--- config.mk ---
export PLATFORM = sky130hd
export DESIGN_NAME = flo_dispatcher
export DESIGN_NICKNAME = d
export VERILOG_FILES = /design/src/rtl/flo_pkg.sv /design/src/rtl/flo_dispatch_skid.sv /design/src/rtl/flo_dispatcher.sv
export SDC_FILE = /design/constraint.sdc
export NUM_CORES = 1
export LEC_CHECK = 0
export CAP_MARGIN = 0
export CORE_MARGIN = 5
export CORE_UTILIZATION = 39
export DETAILED_ROUTE_END_ITERATION = 10
export HOLD_SLACK_MARGIN = 0.08
export PLACE_DENSITY = 0.73
export SLEW_MARGIN = 20
export SYNTH_ARGS = -nofsm -noshare
export SYNTH_HDL_FRONTEND = slang
export SYNTH_SLANG_ARGS = --single-unit
--- constraint.sdc ---
create_clock -name clk -period 14.9 [get_ports clk]
set_input_delay 2.98 -clock clk [delete_from_list [all_inputs] [get_ports clk]]
set_output_delay 2.98 -clock clk [all_outputs]
set_load 0.005 [all_outputs]
--- src/rtl/flo_pkg.sv ---
// Shared definitions for the flobuffer dispatcher: opcodes, instruction field
// positions, FSM state encoding and the instruction decode helper.
package flo_pkg;

  localparam logic [2:0] OP_NOP   = 3'd0;
  localparam logic [2:0] OP_WRITE = 3'd1;
  localparam logic [2:0] OP_WAIT  = 3'd2;
  localparam logic [2:0] OP_HALT  = 3'd3;

  localparam int OP_MSB     = 31;
  localparam int OP_LSB     = 29;
  localparam int IDX_MSB    = 28;
  localparam int IDX_LSB    = 24;
  localparam int DIRECT_BIT = 23;
  localparam int DELAY_MSB  = 22;
  localparam int DELAY_LSB  = 16;
  localparam int DATA_MSB   = 15;
  localparam int DATA_LSB   = 0;

  localparam logic [2:0] ST_IDLE   = 3'd0;
  localparam logic [2:0] ST_FETCH  = 3'd1;
  localparam logic [2:0] ST_RUN    = 3'd2;
  localparam logic [2:0] ST_WAIT   = 3'd3;
  localparam logic [2:0] ST_HALTED = 3'd4;

  typedef struct packed {
    logic [2:0]  op;
    logic [4:0]  idx;
    logic        direct;
    logic [6:0]  delay;
    logic [15:0] data;   // WRITE payload, or cycle count for WAIT
  } flo_instr_t;

  function automatic flo_instr_t flo_decode(input logic [31:0] word);
    flo_instr_t d;
    d.op     = word[OP_MSB:OP_LSB];
    d.idx    = word[IDX_MSB:IDX_LSB];
    d.direct = word[DIRECT_BIT];
    d.delay  = word[DELAY_MSB:DELAY_LSB];
    d.data   = word[DATA_MSB:DATA_LSB];
    return d;
  endfunction

  function automatic logic op_legal(input logic [2:0] op);
    return op <= OP_HALT;
  endfunction

endpackage

--- src/rtl/flo_dispatch_skid.sv ---
// One-entry skid register: catches the instruction word that was already in
// flight from memory when the dispatcher stopped consuming words.
module flo_dispatch_skid #(
  parameter int width = 32
) (
  input  logic             clk,
  input  logic             rst,
  input  logic             flush,
  input  logic             load,
  input  logic             unload,
  input  logic [width-1:0] data_in,
  output logic [width-1:0] data_out,
  output logic             valid
);

  logic [width-1:0] data_reg;
  logic             valid_reg;

  // A load in the same cycle as an unload replaces the entry.
  always_ff @(posedge clk or posedge rst) begin
    if (rst) begin
      data_reg  <= '0;
      valid_reg <= 1'b0;
    end else if (flush) begin
      valid_reg <= 1'b0;
    end else if (load) begin
      data_reg  <= data_in;
      valid_reg <= 1'b1;
    end else if (unload) begin
      valid_reg <= 1'b0;
    end
  end

  assign data_out = data_reg;
  assign valid    = valid_reg;

endmodule

--- src/rtl/flo_dispatcher.sv ---
// Fetches instruction words from a 1-cycle BRAM and turns them into flobuffer
// writes with per-buffer flow control. FLO_DISPATCH_STALL_COUNT_EN adds stall_cnt_o.
module flo_dispatcher
  import flo_pkg::*;
#(
  parameter int num_buffers = 16,
  parameter int addr_width  = 10
) (
  input  logic                   clk,
  input  logic                   rst,
  input  logic                   start_i,
  output logic [addr_width-1:0]  mem_addr_o,
  output logic                   mem_en_o,
  input  logic [31:0]            mem_data_i,
  output logic [15:0]            data_o,
  output logic [6:0]             delay_o,
  output logic [num_buffers-1:0] valid_o,
  output logic [num_buffers-1:0] direct_o,
  input  logic [num_buffers-1:0] full_i,
  output logic                   running_o,
  output logic                   halted_o,
  output logic                   err_o
`ifdef FLO_DISPATCH_STALL_COUNT_EN
  ,
  output logic [31:0]            stall_cnt_o
`endif
);

  logic [2:0]             state_reg, state_next;
  logic [addr_width-1:0]  pc_reg;
  logic                   mem_en_reg, mem_en_next;
  logic                   rd_pending_reg;
  logic [31:0]            hold_reg;
  logic                   hold_valid_reg;
  logic [15:0]            wait_cnt_reg, wait_next;
  logic [15:0]            data_reg;
  logic [6:0]             delay_reg;
  logic [num_buffers-1:0] valid_reg, direct_reg;
  logic                   running_reg, halted_reg, err_reg;

  logic                   skid_valid, skid_load, skid_unload;
  logic [31:0]            skid_data;
  logic [31:0]            cur_word;
  flo_instr_t             cur;
  logic                   start_ok, in_run, cur_valid, idx_ok;
  logic                   op_write, stall_now, issue, bad;
  logic [num_buffers-1:0] sel_hit, valid_next, direct_next;

  assign start_ok = start_i && (state_reg == ST_IDLE || state_reg == ST_HALTED);
  assign in_run   = (state_reg == ST_RUN);

  // Oldest word first: a stalled word, then the skid entry, then fresh memory data.
  assign cur_word  = hold_valid_reg ? hold_reg : (skid_valid ? skid_data : mem_data_i);
  assign cur_valid = in_run && (hold_valid_reg || skid_valid || rd_pending_reg);
  assign cur       = flo_decode(cur_word);
  assign idx_ok    = ({27'd0, cur.idx} < 32'(num_buffers));

  for (genvar gi = 0; gi < num_buffers; gi++) begin : g_buf
    assign sel_hit[gi]     = (cur.idx == 5'(gi));
    assign valid_next[gi]  = issue && !cur.direct && sel_hit[gi];
    assign direct_next[gi] = issue && cur.direct && sel_hit[gi];
  end

  assign op_write  = cur_valid && (cur.op == OP_WRITE) && idx_ok;
  assign stall_now = op_write && !cur.direct && |(sel_hit & full_i);
  assign issue     = op_write && !stall_now;
  assign bad       = cur_valid && (!op_legal(cur.op) || (cur.op == OP_WRITE && !idx_ok));

  // Words arriving while something older occupies decode (or during WAIT) are parked.
  assign skid_load   = rd_pending_reg &&
                       ((in_run && (hold_valid_reg || skid_valid)) || state_reg == ST_WAIT);
  assign skid_unload = in_run && !hold_valid_reg && skid_valid;

  flo_dispatch_skid #(.width(32)) u_skid (
    .clk      (clk),
    .rst      (rst),
    .flush    (start_ok),
    .load     (skid_load),
    .unload   (skid_unload),
    .data_in  (mem_data_i),
    .data_out (skid_data),
    .valid    (skid_valid)
  );

  // A WAIT occupies max(N,1) cycles including its own decode cycle.
  always_comb begin
    state_next  = state_reg;
    mem_en_next = 1'b0;
    wait_next   = wait_cnt_reg;
    case (state_reg)
      ST_IDLE, ST_HALTED: begin
        if (start_ok) begin
          state_next  = ST_FETCH;
          mem_en_next = 1'b1;
        end
      end
      ST_FETCH: begin
        state_next  = ST_RUN;
        mem_en_next = 1'b1;
      end
      ST_RUN: begin
        mem_en_next = !stall_now;
        if (cur_valid && cur.op == OP_WAIT && cur.data > 16'd1) begin
          state_next  = ST_WAIT;
          wait_next   = cur.data - 16'd1;
          mem_en_next = 1'b0;
        end else if (cur_valid && cur.op == OP_HALT) begin
          state_next  = ST_HALTED;
          mem_en_next = 1'b0;
        end
      end
      ST_WAIT: begin
        if (wait_cnt_reg <= 16'd1) begin
          state_next  = ST_RUN;
          mem_en_next = 1'b1;
        end else begin
          wait_next = wait_cnt_reg - 16'd1;
        end
      end
      default: state_next = ST_IDLE;
    endcase
  end

  always_ff @(posedge clk or posedge rst) begin
    if (rst) begin
      state_reg      <= ST_IDLE;
      pc_reg         <= '0;
      mem_en_reg     <= 1'b0;
      rd_pending_reg <= 1'b0;
      hold_reg       <= '0;
      hold_valid_reg <= 1'b0;
      wait_cnt_reg   <= '0;
      data_reg       <= '0;
      delay_reg      <= '0;
      valid_reg      <= '0;
      direct_reg     <= '0;
      running_reg    <= 1'b0;
      halted_reg     <= 1'b0;
      err_reg        <= 1'b0;
    end else begin
      state_reg      <= state_next;
      mem_en_reg     <= mem_en_next;
      rd_pending_reg <= mem_en_reg;
      pc_reg         <= start_ok ? '0 : (mem_en_reg ? pc_reg + 1'b1 : pc_reg);
      wait_cnt_reg   <= wait_next;
      hold_valid_reg <= stall_now;
      if (stall_now) hold_reg <= cur_word;
      valid_reg      <= valid_next;
      direct_reg     <= direct_next;
      if (issue) begin
        data_reg  <= cur.data;
        delay_reg <= cur.delay;
      end
      running_reg <= (state_next == ST_FETCH) || (state_next == ST_RUN) || (state_next == ST_WAIT);
      halted_reg  <= (state_next == ST_HALTED);
      if (start_ok)  err_reg <= 1'b0;
      else if (bad)  err_reg <= 1'b1;
    end
  end

`ifdef FLO_DISPATCH_STALL_COUNT_EN
  logic [31:0] stall_cnt_reg;

  always_ff @(posedge clk or posedge rst) begin
    if (rst)                                    stall_cnt_reg <= '0;
    else if (start_ok)                          stall_cnt_reg <= '0;
    else if (stall_now && stall_cnt_reg != '1)  stall_cnt_reg <= stall_cnt_reg + 32'd1;
  end

  assign stall_cnt_o = stall_cnt_reg;
`endif

  assign mem_addr_o = pc_reg;
  assign mem_en_o   = mem_en_reg;
  assign data_o     = data_reg;
  assign delay_o    = delay_reg;
  assign valid_o    = valid_reg;
  assign direct_o   = direct_reg;
  assign running_o  = running_reg;
  assign halted_o   = halted_reg;
  assign err_o      = err_reg;

endmodule

Yosys cells after proc, flatten, opt, wreduce, memory -nomap -nowiden
Index checks and enable logic that the tools add are counted.
{ "word_totals": {"reg_bits": 155, "input_bits": 51, "output_inout_bits": 69, "elab_cells": 147} }
{ "classes": {"add_sub_neg": 3, "magnitude_cmp": 4, "n_eq_ne": 28, "muxes": 22, "bitwise": 2, "reduce_logical": 72} }
{ "ops": {"columns": ["cell", "n"], "rows": [
  ["$mux W32", 2],
  ["$logic_and A1 B1 Y1", 50],
  ["$eq A5 B4 Y1 const B", 8],
  ["$mux W16", 2],
  ["$pmux W16 S2", 1],
  ["$sub A16 B1 Y16 const B", 2],
  ["$eq A5 B3 Y1 const B", 4],
  ["$mux W10", 2],
  ["$eq A3 B2 Y1 const B", 6],
  ["$and A16 B16 Y16", 1],
  ["$gt A16 B1 Y1 const B", 1],
  ["$le A16 B1 Y1 const B", 1],
  ["$reduce_or A16 Y1", 1],
  ["$mux W3", 4],
  ["$pmux W3 S4", 1],
  ["$add A10 B1 Y10 const B", 1],
  ["$eq A5 B2 Y1 const B", 2],
  ["$eq A3 B1 Y1 const B", 3],
  ["$mux W1", 9],
  ["$logic_or A1 B1 Y1", 7],
  ["$eq A3 B3 Y1 const B", 2],
  ["$reduce_bool A2 Y1", 3],
  ["$eq A5 B1 Y1 const B", 1],
  ["$logic_not A1 Y1", 5],
  ["other kinds (12)", 12]
]} }

Longest topological paths before layout
Gate-level depths: netlist of run 1.
{ "depth": {"ltp_word": 11, "mapped_depth": 16, "mapped_depth_nobuf": 11} }

Modules after synthesis
Synthesis of run 1 repeated with hierarchy kept, for this count alone.
{ "hier_totals": {"cells_unflattened": 658, "hier_area_um2": 7637.3} }
{ "modules_own_cells": {"columns": ["module", "n_inst", "cells_per_inst", "area_per_inst_um2", "seq_area_each_um2"], "rows": [
  ["flo_dispatcher", 1, 584, 6234.7, 3052.9],
  ["flo_dispatch_skid", 1, 74, 1402.6, 825.8]
]} }

Worst setup path before layout of run 1
Ideal clock, no wire load.
{ "synth_timing": {"kind": "input-to-reg", "start": "input port mem_data_i[25]", "end": "register hold_reg[10]", "setup_ns": 0.125, "t_arrival_ns": 5.095, "required_ns": 14.775, "path_slack_ns": 9.680, "path_stages": 9, "n_path_buf": 2, "cell_sequence": "mux2_4 mux2i_4 buf_4 mux2i_1 o22ai_1 a32o_1 o311ai_4 buf_2 mux2_2"} }
{ "synth_between": {"elab_chain_len": 6, "word_cells_on_any_way": 24, "classes_between": "order compare: 1; eq/ne: 15; mux: 2; bitwise: 1; reduce/logical: 5"} }
{ "synth_lines": {"columns": ["element", "line_no", "text"], "rows": [
  ["start, declared", "flo_dispatcher.sv:14", "input logic [31:0] mem_data_i,"],
  ["$mux W32 * (2 in a row)", "flo_dispatcher.sv:53", "assign cur_word = hold_valid_reg ? hold_reg : (skid_valid ? skid_data : mem_data_i);"],
  ["$eq A5 B1 Y1 (tied with other cells)", "flo_dispatcher.sv:59", "assign sel_hit[gi] = (cur.idx == 5'(gi));"],
  ["$and A16 B16 Y16 / $logic_and A1 B1 Y1 (equally long branches)", "flo_dispatcher.sv:65, flo_dispatcher.sv:64", null],
  ["$reduce_or A16 Y1 / $logic_and A1 B1 Y1 (equally long branches)", "flo_dispatcher.sv:65", "assign stall_now = op_write && !cur.direct && |(sel_hit & full_i);"],
  ["$logic_and A1 B1 Y1 *", "flo_dispatcher.sv:65", null],
  ["end signal, assigned", "flo_dispatcher.sv:147", "if (stall_now) hold_reg <= cur_word;"],
  ["end, declared", "flo_dispatcher.sv:33", "logic [31:0] hold_reg;"]
]} }
Mark *: on every way between the ends. The rest lies on a longest branch, timed or not.
A chain may end at the register's enable or synchronous reset.

Worst setup path in the final report of run 1
{ "layout_timing": {"start": "input port mem_data_i[1]", "end": "register wait_cnt_reg[3]"} }
{ "layout_between": {"elab_chain_len": 6, "word_cells_on_any_way": 9, "classes_between": "add/sub: 1; order compare: 1; eq/ne: 1; mux: 4; reduce/logical: 2"} }
{ "layout_lines": {"columns": ["element", "line_no", "text"], "rows": [
  ["$mux W32 * (2 in a row)", "flo_dispatcher.sv:53", null],
  ["$gt A16 B1 Y1", "flo_dispatcher.sv:103", "if (cur_valid && cur.op == OP_WAIT && cur.data > 16'd1) begin"],
  ["$logic_and A1 B1 Y1", "flo_dispatcher.sv:103", null],
  ["$ne A2 B1 Y1 (no line)", null, null],
  ["$reduce_and A3 Y1 (no line)", null, null],
  ["end signal, assigned", "flo_dispatcher.sv:145", "wait_cnt_reg <= wait_next;"],
  ["end, declared", "flo_dispatcher.sv:35", "logic [15:0] wait_cnt_reg, wait_next;"]
]} }
Mark *: on every way between the ends. The rest lies on a longest branch, timed or not. The select of a mux whose other input is x is not followed.

==> impl_metrics.toml, run 1 <==
[outcome]
status = "completed"

[clocking]
cts_tree = "built"
cts_max_level = 4
ctsRootBufferMaster = "clkbuf_16"
cts_buffer_depth = 2
postCtsHoldBufs = 0
cts_resized = 0
cts_setup_buffers = 0
numCtsBuffers = 17
cts.clk_slew.worst_paths_ns = 0.06
clkSinkCount = 155
clk-insertion-delay-late_ns = 0.42

[floorplan]
pin_count = 120
rows = 50
dieArea_sq_um = 21820
die_w_microns = 147.7
die_y_microns = 147.7
start_util_pct = 39.55
core_area_sq_um = 18710

[synthesis]
synth_seq_cells = 155
synth-main-ff-cell = "dfrtp_1"
synthArstFlopShare_pct = 100.0
syn_nets = 718
synthTopCellsByArea = "dfrtp_1, mux2_2, mux2_4, mux2i_1, nand2_1"
yosysWarnings = 0
yosys.area.top_type_share_pct = 52.43
yosysTopAreaCell = "dfrtp_1"
synthCells = 662
synth.avg_cell_area_sq_um = 11.18
synth_edf_count = 0
synth_area_sq_um = 7398
ys_seq_area_share_pct = 52.43
synth_cell_type_count = 57

[timing]
fin_skew_ns = 0.006183
max_freq_ghz = 0.1713
rsz0062_at_grt = "no"
slew_headroom_pct = 34.55
setup_ws_ns = 9.061
drv_slew = 0
hold_viol_final = 0
fin_crit_sh_pct = 39.19
tightest_slew_ns = 0.9817
finalSetupViolCount = 0
fin_crit_ns = 5.839
setup_tns_ns = 0

[layout]
antenna_cells = 0
nFillCells = 1626
final_nets = 832
drive_above_1_share_pct = 17.36
syn_to_final_growth_pct = 27.52

[worst_setup_path]
cp_max_fo = 26
r2r_start = "hold_valid_reg$_DFF_PP0_"
startpoint = "mem_data_i[1]"
crit_type = "input port to register"
worst_ep_required_time_ns = 15.21
cp.arrival_ns = 6.15
worstRegToRegCells = 9
crit_path_end_kind = "register"
worst_setup_path_start_kind = "input port"

[global_routing]
grt_start_max_net_pins = 86
grt_remaining_overflow = 0
grt_pass1_wl_mm = 27.78
first_global_vias = 5224
grt_util_all_layers_pct = 15.98
antenna_found_initial = 0

[placement]
place_ws_ns = 8.601
io_buffers = 119
dpl.hpwl_mm = 11.89
gp_congestion = 0.8509

[worst_hold_path]
min_from = "hold_reg[29]$_DFFE_PP0P_"
hold_path_class = "register to register"
min_path_cells = 1

[drt]
dr.pass1.iters = 5
vias_per_cell = 5.118
post_drt_wl_per_cell_microns = 16.56
vias = 5236
drc = 0
ant_nets = 0
wl_mm = 16.94
first_iter_violations = 271

[pwr]
power_leakage_nw = 4.106
power_mw = 1.819
ir_drop_uv = 100.3
p_per_area_nw_per_um2 = 192.8

[flow_run]
max-cap-violations = 0
-- power breakdown --
part | switching, mW | internal (mW)
registers | 0.103 | 0.573
logic | 0.314 | 0.342
clock network | 0.165 | 0.322
-- metrics by stage --
| stage | area (sq um) | hold slack [ns] | instances | util, % |
|---|---|---|---|---|
| global placement | 8761 | 0.4501 | 991 | 46.84 |
| CTS | 9434 | 0.4709 | 1023 | 50.43 |
| floorplan | 7398 | 0.4350 | 662 | - |
| detailed placement | 8761 | 0.4527 | 991 | 46.84 |
| finish | 9434 | 0.4681 | 1023 | 50.43 |
| global route | 9434 | 0.4888 | 1023 | 50.43 |
-- synthesized netlist by cell type, types with 2 or more instances --
cell type / instances
nand2_1: 76
a2bb2oi_1: 2
nor2_1: 51
nand4_1: 6
xor2_1: 15
and3_1: 4
o21a_1: 3
o22ai_1: 8
or3_1: 2
xnor2_1: 6
mux2_4: 23
buf_4: 7
o21ai_2: 2
ha_1: 5
o21ai_1: 9
mux2_2: 63
a21oi_1: 21
nor2b_1: 3
nor3_1: 24
a31oi_1: 2
nand2b_1: 7
inv_1: 14
clkbuf_1: 11
nand3_1: 13
buf_6: 3
buf_2: 8
mux2i_1: 33
nor4_1: 9
o31ai_1: 2
a21o_1: 2
dfrtp_1: 155
o21ai_0: 37
a22o_1: 4
o211ai_1: 3
a22oi_1: 2
and2_1: 6
-- path summary, 6_finish.rpt --
kind / end / slack, ns
worst max-delay path: wait_cnt_reg[3]$_DFFE_PP0P_ / 9.06
worst min-delay path: hold_reg[29]$_DFFE_PP0P_ / 0.47
worst max register to register: data_o[7]$_DFFE_PP0P_ / 11.02
worst min register to register: hold_reg[29]$_DFFE_PP0P_ / 0.47
max in group asynchronous: hold_valid_reg$_DFF_PP0_ / 10.33
min in group asynchronous: mem_addr_o[2]$_DFFE_PP0P_ / 3.09
-- area by class of cell --
class	count	area (sq um)	area share, %
Timing Repair Buffer	124	1229	13.02
Multi-Input combinational cell	463	3297	34.95
Inverter	15	61.31	0.6499
Tap cell	234	292.8	3.103
Clock inverter	12	216.5	2.294
Clock buffer	20	456.7	4.841
Sequential cell	155	3881	41.14
-- metal layers --
metal	track usage, %	vias to the layer above	wire length [microns]
met5	0	-	0
met4	6.291	0	367
met3	3.280	30	647
met2	26.04	112	8392
met1	21.00	2531	7532
li1	-	2563	-
-- cell families after synthesis --
family / after synthesis / share of synthesized area (%)
xor gates and xnor gates: 21 / 2.486
DFF: 155 / 52.43
AOI/OAI and AO/OA: 105 / 8.760
adders and majority gates: 5 / 0.8456
buffers and inverters: 44 / 3.027
and+or+nand+nor: 211 / 13.28
muxes: 121 / 19.18
-- critical path: stages --
cell	delay (ns)
clkdlybuf4s50_1	0.48
mux2i_1	0.07
o21ai_0	0.53
inv_1	0.16
ha_1	0.28
nor2_1	0.12
nor4_1	0.05
nand4_1	0.13
and3b_1	0.26
a21o_1	0.60
o21ai_0	0.21
a22o_1	0.28
-- placed cells by master, fill, tap and decap left out, types with 15 or more instances in the layout --
cell type	count
dfrtp_1	153
clkdlybuf4s50_1	119
nand2_1	76
mux2_2	63
nor2_1	51
o21ai_0	37
mux2i_1	33
nor3_1	24
mux2_4	23
a21oi_1	21
clkbuf_16	17
xor2_1	15
No activity file was read; power rests on OpenSTA's default activity.
==> inputs of run 2 (changes only) <==
==> constraint.sdc (replaced) <==
create_clock -name clk -period 5.7 [get_ports clk]
set_input_delay 1.14 -clock clk [delete_from_list [all_inputs] [get_ports clk]]
set_output_delay 1.14 -clock clk [all_outputs]
set_load 0.005 [all_outputs]
==> run 2 against run 1 <==
  * Critical path depth unchanged
  * Hold slack better by 0.0031 ns
  * Final cell count about the same
  * Critical endpoint is now wait_cnt_reg[9]$_DFFE_PP0P_
  * Largest power group unchanged
  * Highest routed layer unchanged
==> impl_metrics.toml, run 2 (synthesis results as in run 1) <==
[outcome]
status = "completed"

[timing]
max_freq_ghz = 0.2555
fin_skew_ns = 0.01072
slew_headroom_pct = 28.10
setup_ws_ns = 1.786
tightest_slew_ns = 1.079
rsz0062_at_grt = "no"
fin_crit_ns = 3.914
fin_crit_sh_pct = 68.67
hold_viol_final = 0
finalSetupViolCount = 0
drv_slew = 0
setup_tns_ns = 0

[clocking]
ctsRootBufferMaster = "clkbuf_16"
cts_tree = "built"
cts_max_level = 4
numCtsBuffers = 17
clk-insertion-delay-late_ns = 0.43
clkSinkCount = 155
cts_resized = 0
cts_buffer_depth = 2
cts_setup_buffers = 0
postCtsHoldBufs = 0
cts.clk_slew.worst_paths_ns = 0.06

[layout]
final_nets = 833
final_cell_mix = "dfrtp_1, clkdlybuf4s50_1, nand2_1, mux2_2, nor2_1"
final_cells = 1024
antenna_cells = 0
final_common_cell = "dfrtp_1"
seqCellArea_sq_um = 3881
multi_input_area_sq_um = 3297
syn_to_final_growth_pct = 27.08
drive_above_1_share_pct = 17.22
nFillCells = 1639

[floorplan]
rows = 50
die_y_microns = 147.7
pin_count = 120
die_w_microns = 147.7
core_area_sq_um = 18710
dieArea_sq_um = 21820
start_util_pct = 39.55

[pwr]
power_leakage_nw = 4.092
power_mw = 4.698
ir_drop_uv = 261.2
p_per_area_nw_per_um2 = 499.7

[global_routing]
first_global_vias = 5407
grt_pass1_wl_mm = 28.47
grt_remaining_overflow = 0
antenna_found_initial = 0
grt_start_max_net_pins = 79
grt_util_all_layers_pct = 16.29

[worst_setup_path]
cp.arrival_ns = 4.23
max_stage_delay_ns = 0.61
cp_max_fo = 26
cpMostUsedCell = "o21ai_0"
crit_path_end_kind = "register"
worst_setup_path_start_kind = "input port"
critPathSlowestCell = "a21o_1"
crit_type = "input port to register"
critPathBufInv = 2
crit_chain = "clkdlybuf4s50_1 -> mux2i_1 -> o21ai_0 -> inv_1 -> ha_1 -> nor2_1 -> nor4_1 -> nand4_1 -> and3b_1 -> a21o_1 -> o21ai_0 -> a22o_1"
worst_ep_required_time_ns = 6.01
r2r_slack_ns = 1.79
path_delay_family = "compound AO/OA/AOI/OAI gates"

[drt]
drc = 0
wl_mm = 17.07
vias = 5366
ant_nets = 0
dr.pass1.iters = 6
post_drt_wl_per_cell_microns = 16.67
first_iter_violations = 254
vias_per_cell = 5.240

[placement]
io_buffers = 119
placedCellCount = 992
gp_congestion = 0.8557
place_ws_ns = 1.364
dpl.hpwl_mm = 11.80

[flow_run]
max-cap-violations = 0

[worst_hold_path]
hold_path_class = "register to register"
-- run 2: per-layer routing --
| metal | GRT usage, % | share of wire [%] | vias to the layer above |
|---|---|---|---|
| met5 | 0 | 0 | - |
| met4 | 5.592 | 2.0 | 0 |
| met3 | 4.200 | 4.1 | 27 |
| met2 | 26.91 | 49 | 115 |
| met1 | 20.86 | 45 | 2657 |
| li1 | - | - | 2567 |
-- run 2: area by class of cell --
cell class,count,share of cell area [%]
Inverter,15,0.6521
Sequential cell,155,41.28
Clock inverter,12,2.089
Timing Repair Buffer,125,13.15
Multi-Input combinational cell,463,35.07
Clock buffer,20,4.645
Tap cell,234,3.114
-- run 2: worst paths after layout --
kind,start,end,cells after the start
max,mem_data_i[1],wait_cnt_reg[9]$_DFFE_PP0P_,12
min,hold_reg[29]$_DFFE_PP0P_,hold_reg[29]$_DFFE_PP0P_,1
max reg2reg,u_skid.valid$_DFFE_PP0P_,wait_cnt_reg[9]$_DFFE_PP0P_,11
min reg2reg,hold_reg[29]$_DFFE_PP0P_,hold_reg[29]$_DFFE_PP0P_,1
max in group asynchronous,rst,u_skid.data_out[14]$_DFFE_PP0P_,3
min in group asynchronous,rst,mem_addr_o[2]$_DFFE_PP0P_,2
-- run 2: report_power, final --
group          internal (mW)  switching, mW
logic                  0.896          0.761
registers               1.50          0.319
clock network          0.775          0.449
-- run 2: worst register-to-register path, cell delays in order (launching register included) --
cell,delay (ns)
dfrtp_2,1.07
mux2i_1,0.19
o21ai_0,0.50
inv_1,0.14
ha_1,0.28
nor2_1,0.11
nor4_1,0.05
nand4_1,0.12
and3b_1,0.24
a21o_1,0.61
o21ai_0,0.22
a22o_1,0.27
-- run 2: through the flow --
step	hold WS (ns)	area, sq um	util [%]
after floorplan	0.4350	7398	-
after global placement	0.4521	8768	46.88
after detailed placement	0.4570	8768	46.88
after CTS	0.4715	9402	50.26
after global routing	0.5109	9402	50.26
final	0.4712	9402	50.26
